--- src/rtl/sec_countdown_timer.sv ---
// BCD mm:ss countdown timer, one second per rising edge of clk_tmp1.
// Provides preset load with clamping, run/pause control and done/running status.
module sec_countdown_timer #(
    parameter logic [3:0] MIN_TENS_MAX = 4'd5
) (
    input  logic       clk_tmp1,
    input  logic       rst_n,
    input  logic       run,
    input  logic       load,
    input  logic [3:0] pre_min_t,
    input  logic [3:0] pre_min_o,
    input  logic [3:0] pre_sec_t,
    input  logic [3:0] pre_sec_o,
    output logic [3:0] min_t,
    output logic [3:0] min_o,
    output logic [3:0] sec_t,
    output logic [3:0] sec_o,
    output logic [1:0] state,
    output logic       running,
    output logic       done,
    output logic       sec_pulse
);

    typedef enum logic [1:0] {
        IDLE  = 2'd0,
        RUN   = 2'd1,
        PAUSE = 2'd2,
        DONE  = 2'd3
    } state_t;

    state_t     state_q, state_d;
    logic [3:0] min_t_q, min_t_d;
    logic [3:0] min_o_q, min_o_d;
    logic [3:0] sec_t_q, sec_t_d;
    logic [3:0] sec_o_q, sec_o_d;
    logic       running_q, done_q, sec_pulse_q, sec_pulse_d;

    logic       isZero;
    logic       isOne;

    assign isZero = (min_t_q == 4'd0) && (min_o_q == 4'd0) &&
                    (sec_t_q == 4'd0) && (sec_o_q == 4'd0);
    assign isOne  = (min_t_q == 4'd0) && (min_o_q == 4'd0) &&
                    (sec_t_q == 4'd0) && (sec_o_q == 4'd1);

    // Presets are clamped digit by digit so the counter can never hold illegal BCD.
    function automatic logic [3:0] clampDigit(input logic [3:0] d, input logic [3:0] lim);
        return (d > lim) ? lim : d;
    endfunction

    always_comb begin
        state_d     = state_q;
        min_t_d     = min_t_q;
        min_o_d     = min_o_q;
        sec_t_d     = sec_t_q;
        sec_o_d     = sec_o_q;
        sec_pulse_d = 1'b0;

        if (load) begin
            min_t_d = clampDigit(pre_min_t, MIN_TENS_MAX);
            min_o_d = clampDigit(pre_min_o, 4'd9);
            sec_t_d = clampDigit(pre_sec_t, 4'd5);
            sec_o_d = clampDigit(pre_sec_o, 4'd9);
            state_d = IDLE;
        end else begin
            unique case (state_q)
                IDLE: begin
                    if (run) begin
                        state_d = isZero ? DONE : RUN;
                    end
                end
                RUN: begin
                    if (!run) begin
                        state_d = PAUSE;
                    end else if (isZero) begin
                        state_d = DONE;
                    end else begin
                        sec_pulse_d = 1'b1;
                        if (isOne) begin
                            state_d = DONE;
                        end
                        // Borrow ripples from seconds-ones up to minutes-tens.
                        if (sec_o_q != 4'd0) begin
                            sec_o_d = sec_o_q - 4'd1;
                        end else begin
                            sec_o_d = 4'd9;
                            if (sec_t_q != 4'd0) begin
                                sec_t_d = sec_t_q - 4'd1;
                            end else begin
                                sec_t_d = 4'd5;
                                if (min_o_q != 4'd0) begin
                                    min_o_d = min_o_q - 4'd1;
                                end else begin
                                    min_o_d = 4'd9;
                                    min_t_d = min_t_q - 4'd1;
                                end
                            end
                        end
                    end
                end
                PAUSE: begin
                    if (run) begin
                        state_d = RUN;
                    end
                end
                DONE: begin
                    state_d = DONE;
                end
                default: begin
                    state_d = IDLE;
                end
            endcase
        end
    end

    always_ff @(posedge clk_tmp1 or negedge rst_n) begin
        if (!rst_n) begin
            state_q     <= IDLE;
            min_t_q     <= 4'd0;
            min_o_q     <= 4'd0;
            sec_t_q     <= 4'd0;
            sec_o_q     <= 4'd0;
            running_q   <= 1'b0;
            done_q      <= 1'b0;
            sec_pulse_q <= 1'b0;
        end else begin
            state_q     <= state_d;
            min_t_q     <= min_t_d;
            min_o_q     <= min_o_d;
            sec_t_q     <= sec_t_d;
            sec_o_q     <= sec_o_d;
            running_q   <= (state_d == RUN);
            done_q      <= (state_d == DONE);
            sec_pulse_q <= sec_pulse_d;
        end
    end

    assign min_t     = min_t_q;
    assign min_o     = min_o_q;
    assign sec_t     = sec_t_q;
    assign sec_o     = sec_o_q;
    assign state     = state_q;
    assign running   = running_q;
    assign done      = done_q;
    assign sec_pulse = sec_pulse_q;

endmodule
--- config.mk ---
export PLATFORM = sky130hd
export DESIGN_NAME = sec_countdown_timer
export DESIGN_NICKNAME = d
export VERILOG_FILES = /design/src/rtl/sec_countdown_timer.sv
export SDC_FILE = /design/constraint.sdc
export NUM_CORES = 1
export LEC_CHECK = 0
export CORE_MARGIN = 1
export CORE_UTILIZATION = 35
export CTS_CLUSTER_SIZE = 14
export DETAILED_ROUTE_END_ITERATION = 16
export GPL_ROUTABILITY_DRIVEN = 0
export HOLD_SLACK_MARGIN = 0.06
export PLACE_DENSITY_LB_ADDON = 0.3
export SLEW_MARGIN = 0
export SYNTH_ARGS = -nofsm -noshare
export SYNTH_HDL_FRONTEND = slang
export SYNTH_SLANG_ARGS = --single-unit
--- constraint.sdc ---
create_clock -name clk_tmp1 -period 2.65 [get_ports clk_tmp1]
set_clock_uncertainty 0.15 [all_clocks]
set_input_delay 0.265 -clock clk_tmp1 [delete_from_list [all_inputs] [get_ports clk_tmp1]]
set_output_delay 0.265 -clock clk_tmp1 [all_outputs]
set_load 0.02 [all_outputs]
* After elaboration in Yosys (flattened, before gate mapping)
Cells that the tools add are included.
Storage, ports and cells: logic and storage cells 85, input port bits 20, flip-flop bits (word level) 21
Cells by class: add/subtract/negate cells 4, equality and inequality tests 10, magnitude comparators 4, multiplexer cells 41, reductions and logical operators 18
Operator list (number):
- 4-bit two-way mux | 29
- 4-bit logical NOT | 4
- 4-bit by 1-bit subtractor with 4-bit output, second input constant | 4
- 2-bit two-way mux | 7
- 4-bit nonzero test | 3
- 4-bit by 3-bit > comparator with 1-bit output, second input constant | 2
- 4-bit > comparator, second input constant | 2
- 2-bit != test, second input constant | 4
- 2-bit case mux with 4 select lines | 1
- 2-bit equality test, second input constant | 3
- 6-bit AND reduction | 1
- 5-bit AND reduction | 1
- 2-bit by 1-bit equality test with 1-bit output, second input constant | 2
- 4-bit by 1-bit equality test with 1-bit output, second input constant | 1
- 1-bit logical AND | 4
- 1-bit two-way mux | 4
- 4-bit AND reduction | 1
- 2-bit nonzero test | 2
- 3-bit AND reduction | 1
- 2-bit logical NOT | 1

* Logic depth before layout (Yosys ltp)
Gate-level depths: netlist of run 1.
word-level depth 10, depth in mapped cells 6, mapped depth without buffers 6

* Worst setup path before layout of run 1
OpenSTA, ideal clock, no wires.
kind register to register, from register min_t_q[0], in the netlist min_t[0], to register min_t_q[2], in the netlist min_t[2], data required time 2.376 ns, arrival 1.837 ns, path buffers 0, period minus slack after synthesis 2.111 ns, stages on the path, launching flop included 7, slack 0.539 ns, setup time 0.124 ns, path through dfrtp_1 -> inv_1 -> ha_1 -> or3b_2 -> and3_2 -> and4_1 -> o31a_1
On the way: word-level cells in the longest chain between the ends 8, elaborated cells between the ends (all ways) 14
RTL lines:
- start, declared | RTL line 32 | logic [3:0] min_t_q, min_t_d;
- start signal, assigned | RTL line 128 | min_t_q <= min_t_d;
- 4-bit by 1-bit subtractor with 4-bit output | RTL line 95 | min_t_d = min_t_q - 4'd1;
- 4-bit two-way mux | RTL line 91 | if (min_o_q != 4'd0) begin
- 4-bit two-way mux | RTL line 87 | if (sec_t_q != 4'd0) begin
- 4-bit two-way mux | RTL line 83 | if (sec_o_q != 4'd0) begin
- 4-bit two-way mux | RTL line 75 | end else if (isZero) begin
- 4-bit two-way mux | RTL line 73 | if (!run) begin
- 4-bit two-way mux | RTL line 66 | unique case (state_q)
- 4-bit two-way mux | RTL line 59 | if (load) begin
Parallel ways exist; a longest one is shown, timed or not. The select of a mux whose other input is x is not followed. A chain may end at the register's enable or synchronous reset.

* Final worst setup path of run 1
Same ends and word-level chain as after synthesis.

==> out/metrics.csv, run 1 <==
stage,metric,value,unit
run_status,status,finished clean,
yosys,yosysWarnings,0,
timing,period_share,81.15,%
place,hpwl,2.358,mm
clock_tree,cts_tree,built,
cells_and_area,nNetsFinal,199,
timing,fmax,465.0,MHz
clock_tree,ctsLongestPathBuffers,2,
worst_setup_path,crit_type,reg -> reg,
flow_run,drv_cap,0,
routing,finalWirelength,3.162,mm
grt,grt_pass1_vias,1207,
worst_setup_path,end_kind,flop,
routing,wire_per_inst,14.24,um
routing,drtIter0Drc,54,
timing,fin_ws,0.4996,ns
clock_tree,post_cts_buffers,0,
clock_tree,cts_sinks,21,
grt,track_usage,18.74,%
worst_setup_path,crit_arrival,2.21,ns
pwr,power_leakage,0.6600,nW
yosys,async_reset_ff_share,100.0,%
timing,hold_violations,0,
cells_and_area,nFillCells,317,
yosys,syn_area,0.001251,sq mm
yosys,syn_avg_cell_area,9.268,sq um
clock_tree,cts_resized,0,
cells_and_area,antenna_cells,0,
clock_tree,root_buffer,clkbuf_4,
routing,route.detailed.drc,0,
cells_and_area,multi_input_area,670.6,sq um
worst_setup_path,crit_required,2.71,ns
cells_and_area,syn2layout_area_growth,37.90,%
routing,drtPass1Iterations,4,
timing,max_slew_margin,67.26,%
clock_tree,clk_latency,0.31,ns
yosys,syn-num-nets,157,
worst_setup_path,start_kind,flop,
yosys,ys.flop_type,dfrtp_1,
floorplan,dieArea,0.003818,sq mm
routing,ant_nets,0,
pwr,p_per_area,435.4,mW/mm^2
timing,slew_violations,0,
worst_setup_path,rr_worst_depth,6,
worst_setup_path,worstPathMaxFanout,5,
grt,antenna_found_initial,0,
grt,grt_pass1_wl,5.264,mm
timing,rsz0062_at_grt,false,
grt,overflow,0,
floorplan,num_rows,21,
yosys,synth_seq_cells,21,
timing,tns,0,ns
yosys,yosysUniqueCellTypes,41,
routing,num_vias,1216,
floorplan,initial_utilization,36.91,%
floorplan,pin_count,41,
place,io_buffers,40,
clock_tree,cts_made_buffers,3,
clock_tree,clk_pin_slew,0.13,ns
floorplan,core,0.003390,sq mm
grt,grt_max_degree,22,
clock_tree,h-tree-depth,1,
cells_and_area,drive_gt1_share,8.523,%
routing,via_per_inst,5.477,
cells_and_area,seq_area,525.5,sq um
hold_path,hold_class,in -> async,
place,preCtsSetupSlack,0.3602,ns
pwr,peakVddDrop,0.0001931,V
clock_tree,hold_buffers,0,
timing,worstMarginPinSlew,0.4787,ns
timing,period_needed,2.150,ns
floorplan,die_w,61.79,um
yosys,synth_cells,135,
timing,finalSetupViolCount,0,
yosys,synth.yosys.seq_area_share,42.00,%
floorplan,chipHeight,61.79,um
yosys,synth_edf_count,0,
stage by stage:
step / cell area (sq um) / util, % / instances / hold WS (ns) / power [W]
after CTS: 1725 / 50.90 / 222 / 0.1496 / 0.0007525
final: 1725 / 50.90 / 222 / 0.1321 / 0.0007513
after global placement: 1699 / 50.13 / 218 / 0.4277 / 0.0005867
after detailed placement: 1699 / 50.13 / 218 / 0.4472 / 0.0005923
after floorplan: 1251 / - / 135 / -0.1806 / 0.0004850
after global routing: 1725 / 50.90 / 222 / 0.1575 / 0.0007918
cell usage after synthesis (2+ instances only):
cell | instances | area [sq um]
ha_1 | 2 | 25.02
o311ai_0 | 2 | 17.52
dfrtp_1 | 21 | 525.5
o22ai_1 | 2 | 12.51
o211ai_1 | 3 | 22.52
inv_1 | 6 | 22.52
o21ai_0 | 5 | 25.02
nor4_4 | 2 | 42.54
nor3_1 | 5 | 25.02
a31oi_1 | 6 | 37.54
o21a_1 | 2 | 15.01
buf_2 | 2 | 10.01
a21oi_1 | 8 | 40.04
clkbuf_1 | 3 | 11.26
nand3_1 | 9 | 45.04
nand2b_1 | 2 | 12.51
nor2_1 | 15 | 56.30
nand2_1 | 9 | 33.78
a211oi_1 | 2 | 15.01
nand4_1 | 4 | 25.02
a2111oi_0 | 2 | 17.52
mux2i_1 | 4 | 40.04
worst max-delay path, cell delays in order, from the launching register on:
cell and delay (ns):
dfrtp_1 0.42, inv_1 0.12, ha_1 0.17, or3b_2 0.48, and3_2 0.25, and4_1 0.20
o31a_1 0.24
metal layers:
layer | vias to the layer above | routed length, um | GRT usage [%]
li1 | 592 | - | -
met5 | - | 0 | 0
met4 | 0 | 23 | 6.349
met1 | 579 | 1382 | 22.86
met2 | 41 | 1614 | 33.49
met3 | 4 | 141 | 3.106
sequential cells by signal, summed over array words and instances, names as in the netlist:
name	flops
min_o	4
min_t	4
sec_o	4
sec_t	4
state	2
done	1
running	1
sec_pulse	1
where the power goes:
group | switching (W) | internal, W
logic | 0.000105 | 0.000102
registers | 0.0000352 | 0.000343
clock network | 0.000107 | 0.0000588
total | 0.000247 | 0.000504
layout make-up:
class / instances / share of cell area (%)
clock buffers: 4 / 1.523
inverters: 6 / 1.305
repair buffers: 43 / 24.51
multi-input cells: 102 / 38.87
well taps: 46 / 3.336
flip-flops and latches: 21 / 30.46
cells by family after synthesis:
kind of cell | synth area share, %
compound gates | 21.10
fa+ha+maj | 2.000
buf+inv | 4.400
flops | 42.00
mux | 3.200
simple gates | 27.30
worst paths after layout:
path / start / endpoint / slack [ns]
worst max-delay path: min_t[0] / min_t[2] / 0.50
worst min register to register: min_t[3] / min_t[3] / 0.47
max in group asynchronous: rst_n / min_o[3] / 1.99
worst min-delay path: rst_n / min_t[3] / 0.13
worst max register to register: min_t[0] / min_t[2] / 0.50
min in group clk_tmp1: pre_min_o[2] / min_o[2] / 0.38
cell usage in the layout (no fill, tap or decap), types with 2 or more instances in the layout:
cell type,netlist,layout
o21ai_0,5,5
dfrtp_1,21,21
nand2_1,9,9
nor2_1,15,15
nor3_1,5,5
ha_1,2,2
o311ai_0,2,2
inv_1,6,6
a21oi_1,8,8
o211ai_1,3,3
o22ai_1,2,2
a211oi_1,2,2
a2111oi_0,2,2
buf_4,0,3
nor4_4,2,2
nand4_1,4,4
o21a_1,2,2
nand3_1,9,9
a31oi_1,6,6
nand2b_1,2,2
clkbuf_4,0,3
clkdlybuf4s50_1,0,40
mux2i_1,4,4
(Power assumes the default switching activity.)
==> inputs of run 2 (changes only) <==
==> constraint.sdc (replaced) <==
create_clock -name clk_tmp1 -period 1.85 [get_ports clk_tmp1]
set_clock_uncertainty 0.15 [all_clocks]
set_input_delay 0.185 -clock clk_tmp1 [delete_from_list [all_inputs] [get_ports clk_tmp1]]
set_output_delay 0.185 -clock clk_tmp1 [all_outputs]
set_load 0.02 [all_outputs]
==> run 2 against run 1 <==
Against the previous run: clock-buffer cell count is 1 lower; sequential power is 41% higher; maximum frequency is 17% higher; first-iteration DRC count is 15% higher; sequential share of layout area is 3.9 points lower; utilization is 8.4 points higher; clock power is 38% higher; largest power group unchanged.
==> out/metrics.csv, run 2 (synthesis gave the netlist of run 1 again) <==
stage,metric,value,unit
run_status,status,finished clean,
floorplan,initial_utilization,36.91,%
routing,ant_nets,0,
clock_tree,h-tree-depth,1,
floorplan,num_rows,21,
hold_path,hold_class,in -> async,
worst_setup_path,path_cells,"inv_2, ha_4, or3b_4, and3_4, and4_1, o31a_1",
clock_tree,ctsLongestPathBuffers,2,
grt,grt_pass1_wl,5.382,mm
pwr,p_per_area,572.5,mW/mm^2
routing,finalWirelength,3.477,mm
place,io_buffers,40,
worst_setup_path,rr_worst_depth,6,
timing,rsz0062_at_grt,true,
timing,period_share,99.58,%
routing,via_per_inst,5.343,
grt,use_met1,22.82,%
floorplan,pin_count,41,
routing,drtPass1Iterations,4,
grt,top_usage_layer,met2,
grt,track_usage,18.88,%
place,post_dp_cell_area,0.001903,sq mm
cells_and_area,final_area,0.002011,sq mm
cells_and_area,antenna_cells,0,
timing,max_slew_margin,71.55,%
timing,hold_violations,0,
worst_setup_path,regToRegSetupSlack,0.008,ns
routing,drtIter0Drc,62,
clock_tree,clk_pin_slew,0.13,ns
grt,grt_pass1_vias,1286,
timing,finalSetupViolCount,0,
grt,antenna_found_initial,0,
worst_setup_path,r2r_end,min_t[2],
cells_and_area,layout_common_cells,"clkdlybuf4s50_1, buf_4, nor2_1, dfrtp_1",
worst_setup_path,end_kind,flop,
clock_tree,hold_buffers,0,
floorplan,core,0.003390,sq mm
grt,overflow,0,
cells_and_area,layout_commonest_cell,clkdlybuf4s50_1,
flow_run,drv_cap,0,
grt,grt_max_degree,22,
worst_setup_path,crit_required,1.90,ns
timing,slew_violations,0,
cells_and_area,drive_gt1_share,28.78,%
worst_setup_path,worstPathMaxFanout,5,
cells_and_area,syn2layout_area_growth,60.70,%
routing,wire_per_inst,13.85,um
worst_setup_path,cpMaxStageDelayCell,dfrtp_2,
worst_setup_path,r2r-start,min_t[1],
clock_tree,root_buffer,clkbuf_4,
floorplan,die_w,61.79,um
clock_tree,clk_latency,0.30,ns
floorplan,dieArea,0.003818,sq mm
pwr,power,0.001151,W
routing,route.detailed.drc,0,
clock_tree,cts_made_buffers,3,
worst_setup_path,crit_arrival,1.90,ns
worst_setup_path,start_kind,flop,
clock_tree,cts_sinks,21,
place,hpwl,2.625,mm
routing,num_vias,1341,
floorplan,chipHeight,61.79,um
pwr,peakVddDrop,0.0002850,V
worst_setup_path,slowest_delay,0.44,ns
timing,fmax,542.8,MHz
pwr,power_leakage,0.8472,nW
grt,grt.met2_usage,34.56,%
timing,worstMarginPinSlew,0.4160,ns
timing,period_needed,1.842,ns
grt,gr-usage-met3,2.484,%
worst_setup_path,crit_type,reg -> reg,
clock_tree,cts_tree,built,
cells_and_area,nNetsFinal,228,
## run 2: cell count changes in the layout (fill, tap and decap cells not counted), moves of 2 or more
cell / delta
buf_4: +29
dfrtp_1: -6
dfrtp_2: +6
clkdlybuf4s50_1: -5
dlymetal6s2s_1: +4
inv_1: -2
inv_2: +2
## run 2: report_power, final
part / switching (W) / internal [W]
Sequential: 0.0000387 / 0.000494
Clock: 0.000147 / 0.0000805
Combinational: 0.000185 / 0.000205
## run 2: final cells by class
type	count	area (sq um)
Sequential cell	21	533.0
Clock buffer	3	22.52
Multi-Input combinational cell	102	720.7
Fill cell	292	1379
Timing Repair Buffer	72	649.4
Tap cell	46	57.56
Clock inverter	1	5.005
Inverter	6	22.52
## run 2: worst max-delay path, delay by kind of cell (launching register included)
kind,cells,cell delay (ns)
and+or+nand+nor,3,0.72
DFF,1,0.44
AOI/OAI and AO/OA,1,0.23
adders and majority gates,1,0.12
buffers and inverters,1,0.08
## run 2: metrics by stage
stage / TNS, ns / hold slack, ns / setup WS, ns / util, % / instances
after CTS: -0.01323 / 0.07669 / -0.01323 / 57.81 / 249
after detailed placement: -0.2274 / 0.4031 / -0.08685 / 56.15 / 241
after global placement: -0.02200 / 0.4095 / -0.02200 / 56.15 / 241
after global routing: -0.1113 / 0.08607 / -0.03324 / 59.32 / 251
after floorplan: -0.06381 / -0.2606 / -0.03045 / - / 135
final: 0 / 0.06350 / 0.007845 / 59.32 / 251
## run 2: routing by layer
layer / vias to the layer above / part of all wire, %
met5: - / 0
met4: 0 / 1.3
met1: 647 / 43
li1: 653 / -
met3: 8 / 3.3
met2: 33 / 52
## run 2: worst max-delay path by stage
stage	depth (start not counted)	end	start
final	6	min_t[2]	min_t[1]
after global routing	5	state[1]	sec_t[2]
after CTS	6	min_t[2]	min_t[1]
after detailed placement	5	min_t[3]	run
after global placement	5	min_t[3]	run
after floorplan	4	state[1]	sec_t[1]
## run 2: repair_timing
action | CTS | global route
endpoints found under the setup margin | 6 | 10
gates resized for setup | 1 | 9
hold endpoints to repair | 0 | 0
gates cloned | 0 | 0
buffers inserted | 4 | 2
pin swaps | 6 | 2
